[config.mk]
export PLATFORM = sky130hd
export DESIGN_NAME = i2c_arbitration_monitor
export DESIGN_NICKNAME = d
export VERILOG_FILES = /design/src/rtl/i2c_arbitration_monitor.sv
export SDC_FILE = /design/constraint.sdc
export NUM_CORES = 1
export LEC_CHECK = 0
export CORE_MARGIN = 2
export CORE_UTILIZATION = 45
export CTS_CLUSTER_DIAMETER = 100
export DETAILED_ROUTE_END_ITERATION = 10
export PLACE_DENSITY = 0.68
export SYNTH_ARGS = -nofsm -noshare
export SYNTH_HDL_FRONTEND = slang
export SYNTH_SLANG_ARGS = --single-unit
[constraint.sdc]
create_clock -name clk -period 2.2 [get_ports clk]
set_clock_uncertainty 0.1 [all_clocks]
set_input_delay 0.44 -clock clk [delete_from_list [all_inputs] [get_ports clk]]
set_output_delay 0.44 -clock clk [all_outputs]
set_load 0.05 [all_outputs]
[src/rtl/i2c_arbitration_monitor.sv]
// i2c_arbitration_monitor
// Watches a multi-master I2C bus from the point of view of one master.
// The raw SCL/SDA lines are synchronised and de-glitched, START/STOP and
// SCL rising edges are extracted, and while this master transmits, the
// value it drives is compared with the bus to flag lost arbitration.
module i2c_arbitration_monitor #(
    parameter int FILTER_DEPTH   = 3,
    parameter int CNT_WIDTH      = 8,
    parameter bit STRICT_COMPARE = 1'b0
) (
    input  logic                 clk,
    input  logic                 reset,
    input  logic                 enable,
    input  logic                 scl_in,
    input  logic                 sda_in,
    input  logic                 sda_out,
    input  logic                 master_mode,
    input  logic                 data_transfer_dir,
    input  logic                 ack_transfer_dir,
    input  logic                 clear,
    output logic                 start_detect,
    output logic                 stop_detect,
    output logic                 arbitration_lost,
    output logic                 arbitration_lost_sticky,
    output logic                 bus_error,
    output logic                 bus_busy,
    output logic [3:0]           lost_bit_index,
    output logic [CNT_WIDTH-1:0] lost_count
);

    // Filter run-length counter: must hold FILTER_DEPTH-1 (up to 7).
    localparam int                   FCW       = 4;
    localparam logic [FCW-1:0]       FILT_LAST = FCW'(FILTER_DEPTH - 1);
    localparam logic [CNT_WIDTH-1:0] CNT_MAX   = {CNT_WIDTH{1'b1}};
    localparam logic [3:0]           BIT_LAST  = 4'd8;

    typedef enum logic [1:0] {
        ST_IDLE   = 2'd0,
        ST_ACTIVE = 2'd1,
        ST_LOST   = 2'd2
    } state_t;

    logic           scl_meta_r;
    logic           scl_sync_r;
    logic           sda_meta_r;
    logic           sda_sync_r;
    logic           scl_filt_r;
    logic           sda_filt_r;
    logic [FCW-1:0] scl_cnt_r;
    logic [FCW-1:0] sda_cnt_r;
    logic           scl_prev_r;
    logic           sda_prev_r;
    state_t         state_r;
    logic [3:0]     bit_idx_r;

    logic                 scl_rise_s;
    logic                 start_s;
    logic                 stop_s;
    logic                 qualify_s;
    logic                 loss_s;
    logic                 fault_s;
    logic [3:0]           bit_next_s;
    logic [CNT_WIDTH-1:0] cnt_base_s;
    logic [CNT_WIDTH-1:0] cnt_inc_s;

    // Two-flop synchroniser for the asynchronous bus lines; idles high.
    always_ff @(posedge clk) begin
        if (reset) begin
            scl_meta_r <= 1'b1;
            scl_sync_r <= 1'b1;
            sda_meta_r <= 1'b1;
            sda_sync_r <= 1'b1;
        end else begin
            scl_meta_r <= scl_in;
            scl_sync_r <= scl_meta_r;
            sda_meta_r <= sda_in;
            sda_sync_r <= sda_meta_r;
        end
    end

    // Stability filter: a line follows its synchronised value only after
    // FILTER_DEPTH consecutive samples disagreeing with the filtered value.
    always_ff @(posedge clk) begin
        if (reset) begin
            scl_filt_r <= 1'b1;
            sda_filt_r <= 1'b1;
            scl_cnt_r  <= {FCW{1'b0}};
            sda_cnt_r  <= {FCW{1'b0}};
        end else begin
            if (scl_sync_r != scl_filt_r) begin
                if (scl_cnt_r == FILT_LAST) begin
                    scl_filt_r <= scl_sync_r;
                    scl_cnt_r  <= {FCW{1'b0}};
                end else begin
                    scl_cnt_r  <= scl_cnt_r + 4'd1;
                end
            end else begin
                scl_cnt_r <= {FCW{1'b0}};
            end
            if (sda_sync_r != sda_filt_r) begin
                if (sda_cnt_r == FILT_LAST) begin
                    sda_filt_r <= sda_sync_r;
                    sda_cnt_r  <= {FCW{1'b0}};
                end else begin
                    sda_cnt_r  <= sda_cnt_r + 4'd1;
                end
            end else begin
                sda_cnt_r <= {FCW{1'b0}};
            end
        end
    end

    // Previous filtered values for edge extraction.
    always_ff @(posedge clk) begin
        if (reset) begin
            scl_prev_r <= 1'b1;
            sda_prev_r <= 1'b1;
        end else begin
            scl_prev_r <= scl_filt_r;
            sda_prev_r <= sda_filt_r;
        end
    end

    // Bus events, compare result and next counter values.
    always_comb begin
        scl_rise_s = scl_filt_r & ~scl_prev_r;
        // SCL must be high on both samples so a simultaneous SCL/SDA
        // change (e.g. lines settling after reset) is never a condition.
        start_s    = scl_filt_r & scl_prev_r & sda_prev_r & ~sda_filt_r;
        stop_s     = scl_filt_r & scl_prev_r & ~sda_prev_r & sda_filt_r;
        qualify_s  = master_mode & (data_transfer_dir | ack_transfer_dir);
        if (STRICT_COMPARE) begin
            loss_s  = sda_out ^ sda_filt_r;
            fault_s = 1'b0;
        end else begin
            loss_s  = sda_out & ~sda_filt_r;
            fault_s = ~sda_out & sda_filt_r;
        end
        if (bit_idx_r == BIT_LAST) begin
            bit_next_s = 4'd0;
        end else begin
            bit_next_s = bit_idx_r + 4'd1;
        end
        // A loss coinciding with clear counts from zero.
        if (clear) begin
            cnt_base_s = {CNT_WIDTH{1'b0}};
        end else begin
            cnt_base_s = lost_count;
        end
        if (cnt_base_s == CNT_MAX) begin
            cnt_inc_s = cnt_base_s;
        end else begin
            cnt_inc_s = cnt_base_s + CNT_WIDTH'(1'b1);
        end
    end

    // Arbitration FSM with registered event pulses and status outputs.
    always_ff @(posedge clk) begin
        if (reset) begin
            state_r                 <= ST_IDLE;
            bit_idx_r               <= 4'd0;
            start_detect            <= 1'b0;
            stop_detect             <= 1'b0;
            arbitration_lost        <= 1'b0;
            arbitration_lost_sticky <= 1'b0;
            bus_error               <= 1'b0;
            bus_busy                <= 1'b0;
            lost_bit_index          <= 4'd0;
            lost_count              <= {CNT_WIDTH{1'b0}};
        end else begin
            start_detect     <= start_s;
            stop_detect      <= stop_s;
            arbitration_lost <= 1'b0;
            // Clear first so a same-cycle loss or error below overrides it.
            if (clear) begin
                arbitration_lost_sticky <= 1'b0;
                bus_error               <= 1'b0;
                lost_bit_index          <= 4'd0;
                lost_count              <= {CNT_WIDTH{1'b0}};
            end
            if (!enable) begin
                state_r  <= ST_IDLE;
                bus_busy <= 1'b0;
            end else begin
                case (state_r)
                    ST_IDLE: begin
                        if (start_s) begin
                            state_r   <= ST_ACTIVE;
                            bit_idx_r <= 4'd0;
                            bus_busy  <= 1'b1;
                        end else begin
                            bus_busy  <= 1'b0;
                        end
                    end
                    ST_ACTIVE: begin
                        if (stop_s) begin
                            if (bit_idx_r != 4'd0) begin
                                bus_error <= 1'b1;
                            end
                            state_r  <= ST_IDLE;
                            bus_busy <= 1'b0;
                        end else if (start_s) begin
                            if (bit_idx_r != 4'd0) begin
                                bus_error <= 1'b1;
                            end
                            bit_idx_r <= 4'd0;
                        end else if (scl_rise_s) begin
                            bit_idx_r <= bit_next_s;
                            if (qualify_s && loss_s) begin
                                state_r                 <= ST_LOST;
                                arbitration_lost        <= 1'b1;
                                arbitration_lost_sticky <= 1'b1;
                                lost_bit_index          <= bit_idx_r;
                                lost_count              <= cnt_inc_s;
                            end else if (qualify_s && fault_s) begin
                                bus_error <= 1'b1;
                            end
                        end
                    end
                    ST_LOST: begin
                        if (stop_s) begin
                            state_r  <= ST_IDLE;
                            bus_busy <= 1'b0;
                        end
                    end
                    default: begin
                        state_r  <= ST_IDLE;
                        bus_busy <= 1'b0;
                    end
                endcase
            end
        end
    end

endmodule

# After elaboration in Yosys (flattened, before gate mapping)
# Cells that the tools add are included.
# Widths: inputs -> output; s select.
word_totals:
  out_inout_bits: 18
  ff_bits: 40
  inputBits: 10
  word_cells: 121
classes:
  eq_ne: 16
  addsub: 4
  reduce_logical: 14
  bitwise: 19
  n_mux: 48
op_table:
  columns: ["operator", "n"]
  rows:
  - ["$mux 8", 8]
  - ["$mux 4", 12]
  - ["$mux 1", 19]
  - ["$add 4x1->4 const B", 3]
  - ["$mux 2", 6]
  - ["$ne 3x3->1 const B", 4]
  - ["$reduce_and 5->1", 2]
  - ["$and 1x1->1", 9]
  - ["$not 1->1", 9]
  - ["$add 8x1->8 const B", 1]
  - ["$eq 4x2->1 const B", 2]
  - ["$eq 8x8->1 const B", 1]
  - ["$pmux 4 s2", 1]
  - ["$ne 2x2->1 const B", 3]
  - ["$pmux 2 s3", 1]
  - ["$reduce_or 3->1", 2]
  - ["$reduce_or 6->1", 1]
  - ["$eq 4x4->1 const B", 1]
  - ["$reduce_and 2->1", 2]
  - ["$reduce_bool 4->1", 1]
  - ["$reduce_or 2->1", 2]
  - ["$eq 2x1->1 const B", 1]
  - ["$eq 2x2->1 const B", 1]
  - ["$logic_and 1x1->1", 2]
  - ["other kinds (6)", 7]

# Longest topological paths before layout
depth:
  ltp_word: 10
  depth_mapped: 7
  ltp_nobuf: 6

# Worst setup path after synthesis
# Ideal clock, no wire load.
synth_path:
  path_kind: "register to register"
  startpoint: "register lost_count[1]"
  endpoint: "register lost_count[5]"
  path_slack_ns: 0.436
  n_path_buf: 0
  setup_time_ns: 0.072
  path_stages_with_launch: 5
  arrival_ns: 1.593
  path_cell_list: "dfxtp_1 -> nand4b_1 -> or2_0 -> nor3_1 -> mux2i_1"
synth_via:
  elab_chain_len: 9
  word_cells_on_any_way: 10
  cone_classes: "add/sub (1); eq/ne (1); mux (8)"
synth_lines:
  columns: ["item", "line", "text"]
  rows:
  - ["from (decl)", "28", "output logic [CNT_WIDTH-1:0] lost_count"]
  - ["from (signal assigned)", "169", "lost_count <= {CNT_WIDTH{1'b0}};"]
  - ["from (signal assigned)", "179", "lost_count <= {CNT_WIDTH{1'b0}};"]
  - ["from (signal assigned)", "214", "lost_count <= cnt_inc_s;"]
  - ["$mux 8 *", "145", "if (clear) begin"]
  - ["$add 8x1->8 or $eq 8x8->1 (tied branches)", "153, 150", null]
  - ["$mux 8 *", "150", "if (cnt_base_s == CNT_MAX) begin"]
  - ["$mux 8 *", "209", "if (qualify_s && loss_s) begin"]
  - ["$mux 8 *", "207", "end else if (scl_rise_s) begin"]
  - ["$mux 8 *", "202", "end else if (start_s) begin"]
  - ["$mux 8 *", "196", "if (stop_s) begin"]
  - ["$mux 8 *", "185", "case (state_r)"]
  - ["$mux 8 *", "181", "if (!enable) begin"]
# Every way passes the cells marked *; elsewhere a longest branch is shown, timed or not.
# A chain may end at the register's enable or synchronous reset.

# Worst setup path in the final report
layout_path:
  startpoint: "register lost_count[5]"
  endpoint: "output lost_count[5]"
# No word-level cell between the ends.

==> flow_summary_export.csv <==
group,metric,value,unit
finish,area_growth,25.8,%
sta,fin_setup_tns,0,ps
sta,finalHoldViolCount,0,
floorplanning,rows,23,
clock_network,postCtsSetupBuffers,0,
worst_setup_path,worstSetupStartpointType,"flip-flop",
worst_setup_path,cp_num_buf_inv,1,
pwr,p_comb_share,4.1,%
clock_network,cts_hold_buffers,0,
global_route,grt-ovfl-total,0,
routing,antenna_left,0,
worst_setup_path,cpMaxStageDelayCell,"clkdlybuf4s50_1",
clock_network,clock_sinks,40,
worst_setup_path,critPathMaxFanout,7,
yosys,synth_edf_count,0,
sta,fin_crit,2100,ps
clock_network,cts_buffer_depth,2,
pwr,seqPwrFrac,53.3,%
outcome,status,"completed",
clock_network,cts-root-buf,"clkbuf_8",
placed_design,place_congestion,0.772,
floorplanning,dieArea,4740,sq um
pwr,clkPwrFrac,42.6,%
placed_design,portBuffers,27,
min_path,hold_class,"flip-flop to flip-flop",
finish,final_nets,264,
worst_setup_path,cp_cell_sequence,"clkdlybuf4s50_1",
worst_setup_path,r2r_slack,330,ps
sta,rsz0062_at_grt,"no",
global_route,grt_first_pass_wirelength,6.27,mm
yosys,synthesis.area,1890,sq um
yosys,syn_nets,227,
finish,drive_gt1_share,14.6,%
worst_setup_path,path_class,"flip-flop to output pin",
clock_network,htreeDepth,2,
sta,relSlewSlack,66.5,%
sta,tightestPinTransition,502,ps
finish,antenna_cells,0,
floorplanning,start_util,47.0,%
yosys,synth_ff_type,"dfxtp_1",
yosys,ys_seq_area_share,42.3,%
sta,maxSlewViolCount,0,
sta,fin_crit_sh,95.3,%
clock_network,cts.repair.resized,0,
routing,viasPerCell,5.33,
routing,drc,0,
worst_setup_path,cp_top_family,"buffers and inverters",
yosys,synth_async_sr_flop_share,0,%
routing,drtPass1Iterations,4,
global_route,grt_usage,17.8,%
run,drv_cap,0,
pwr,internal-power,1.09,mW
yosys,syn_inst,208,
pwr,p_sw_share,20.3,%
clock_network,cts_tree,"built",
floorplanning,core_area,4030,sq um
yosys,yosys_warnings,0,
worst_setup_path,crit_required,1660,ps
pwr,p_sw,0.279,mW
clock_network,clk_transition_reported_paths,80,ps
floorplanning,pin_count,28,
routing,routed_wl,3.69,mm
global_route,grt_start_max_net_pins,15,
routing,wl_per_cell,12.5,microns
pwr,p_per_area,577,nW/um^2
finish,finish.utilization,59.1,%
pwr,power_leakage,0.892,nW
placed_design,dp_hpwl,2.76,mm
global_route,grt_pass1_vias,1401,
floorplanning,die_h,68.8,microns
routing,via_count,1577,
yosys,yosysUniqueCellTypes,48,
floorplanning,die_width,68.8,microns
sta,finalSetupViolCount,0,
routing,drt-initial-drc-count,69,
pwr,vdd_drop_max,360,uV
worst_setup_path,end_kind,"output pin",
clock_network,numCtsBuffers,5,
worst_setup_path,critPathArrivalTime,1560,ps
worst_setup_path,cp_slowest_stage_delay,840,ps
yosys,synth_seq_cells,40,
global_route,antenna_found_initial,0,
clock_network,clock_latency,290,ps
yosys,synth_area_per_cell,9.10,sq um
sta,fmax,477,MHz
## layout by cell type (no fill, tap or decap), types with 3 or more instances in the layout
master | netlist | layout
buf_4 | 0 | 10
nand2_1 | 16 | 16
nor2_1 | 18 | 18
nor2b_1 | 3 | 3
nand4_1 | 3 | 3
or3_1 | 4 | 4
xnor2_1 | 4 | 4
xor2_1 | 3 | 3
or2_2 | 9 | 9
clkdlybuf4s50_1 | 0 | 27
inv_1 | 8 | 8
nand4b_1 | 5 | 5
mux2i_1 | 4 | 4
nor3_1 | 5 | 5
nor3b_1 | 4 | 4
nand2b_1 | 4 | 4
nand3_1 | 10 | 10
clkbuf_8 | 0 | 5
ha_1 | 9 | 9
a21oi_1 | 12 | 12
dfxtp_1 | 40 | 40
a211oi_1 | 5 | 5
## routing by layer
metal / wire length (microns) / track usage (%)
met4: 44 / 6.13
met3: 200 / 5.03
met1: 1770 / 23.1
met2: 1670 / 28.5
met5: 0 / 0
## per-stage QoR
stage               hold slack, ps  setup slack (ps)  power, mW  std cells  area, sq um
floorplan                      289               436      0.773        208         1890
global placement               293               128      0.805        288         2270
detailed placement             298              92.3      0.805        288         2270
CTS                            317              89.8       1.40        296         2380
global route                   342              32.5       1.43        296         2380
finish                         313               103       1.37        296         2380
## power groups by stage
| stage | clock network, mW | logic [mW] | registers (mW) |
|---|---|---|---|
| after floorplan | 0 | 0.0253 | 0.748 |
| after global placement | 0 | 0.0562 | 0.749 |
| after detailed placement | 0 | 0.0563 | 0.749 |
| after CTS | 0.611 | 0.0567 | 0.732 |
| after global routing | 0.640 | 0.0611 | 0.732 |
| final | 0.585 | 0.0562 | 0.732 |
## state kept, by name, indices dropped and copies added (netlist names), 2 cells and up
register	count
lost_bit_index	4
bit_idx_r	4
lost_count	8
scl_cnt_r	4
state_r	2
sda_cnt_r	4
## worst paths after layout
check,startpoint,endpoint,depth (start not counted)
hold / removal,scl_meta_r,scl_sync_r,1
hold reg to reg,scl_meta_r,scl_sync_r,1
setup / recovery,lost_count[5],lost_count[5],1
setup reg to reg,state_r[1],state_r[0],6
## cells by family after synthesis
group	after synthesis	share of synthesized area (%)
AOI/OAI and AO/OA	38	14.9
DFF	40	42.3
buffers and inverters	16	3.44
and+or+nand+nor	94	28.0
muxes	4	2.12
adders and majority gates	9	5.95
xor gates and xnor gates	7	3.24
## area by class of cell
type	count	area (sq um)
repair buffers	37	345
flip-flops and latches	40	801
clock buffers	5	68.8
well taps	50	62.6
multi-input cells	152	1030
fillers	361	1650
inverters	9	33.8
clock inverters	3	42.5
## synth_stat cells (all sizes together) (3+ instances only)
master | n | area [sq um]
or3 | 4 | 25.0
nand3 | 10 | 50.1
nor3 | 5 | 25.0
nand2b | 5 | 38.8
a211o | 4 | 37.5
nor2 | 18 | 67.6
nor3b | 4 | 30.0
nand2 | 17 | 66.3
a21oi | 12 | 60.1
clkbuf | 3 | 11.3
nand4 | 3 | 18.8
xor2 | 3 | 26.3
a211oi | 5 | 37.5
or2 | 10 | 62.6
mux2i | 4 | 40.0
buf | 4 | 20.0
inv | 8 | 30.0
xnor2 | 4 | 35.0
nor2b | 3 | 18.8
nand4b | 5 | 43.8
ha | 9 | 113
dfxtp | 40 | 801
## worst reg2reg max path, cell delays in order, from the launching register on
cell	delay (ps)
dfxtp_1	350
inv_1	70
ha_1	190
buf_4	160
or4_4	550
a32oi_2	180
mux2i_1	200
No activity file was read; power rests on OpenSTA's default activity.
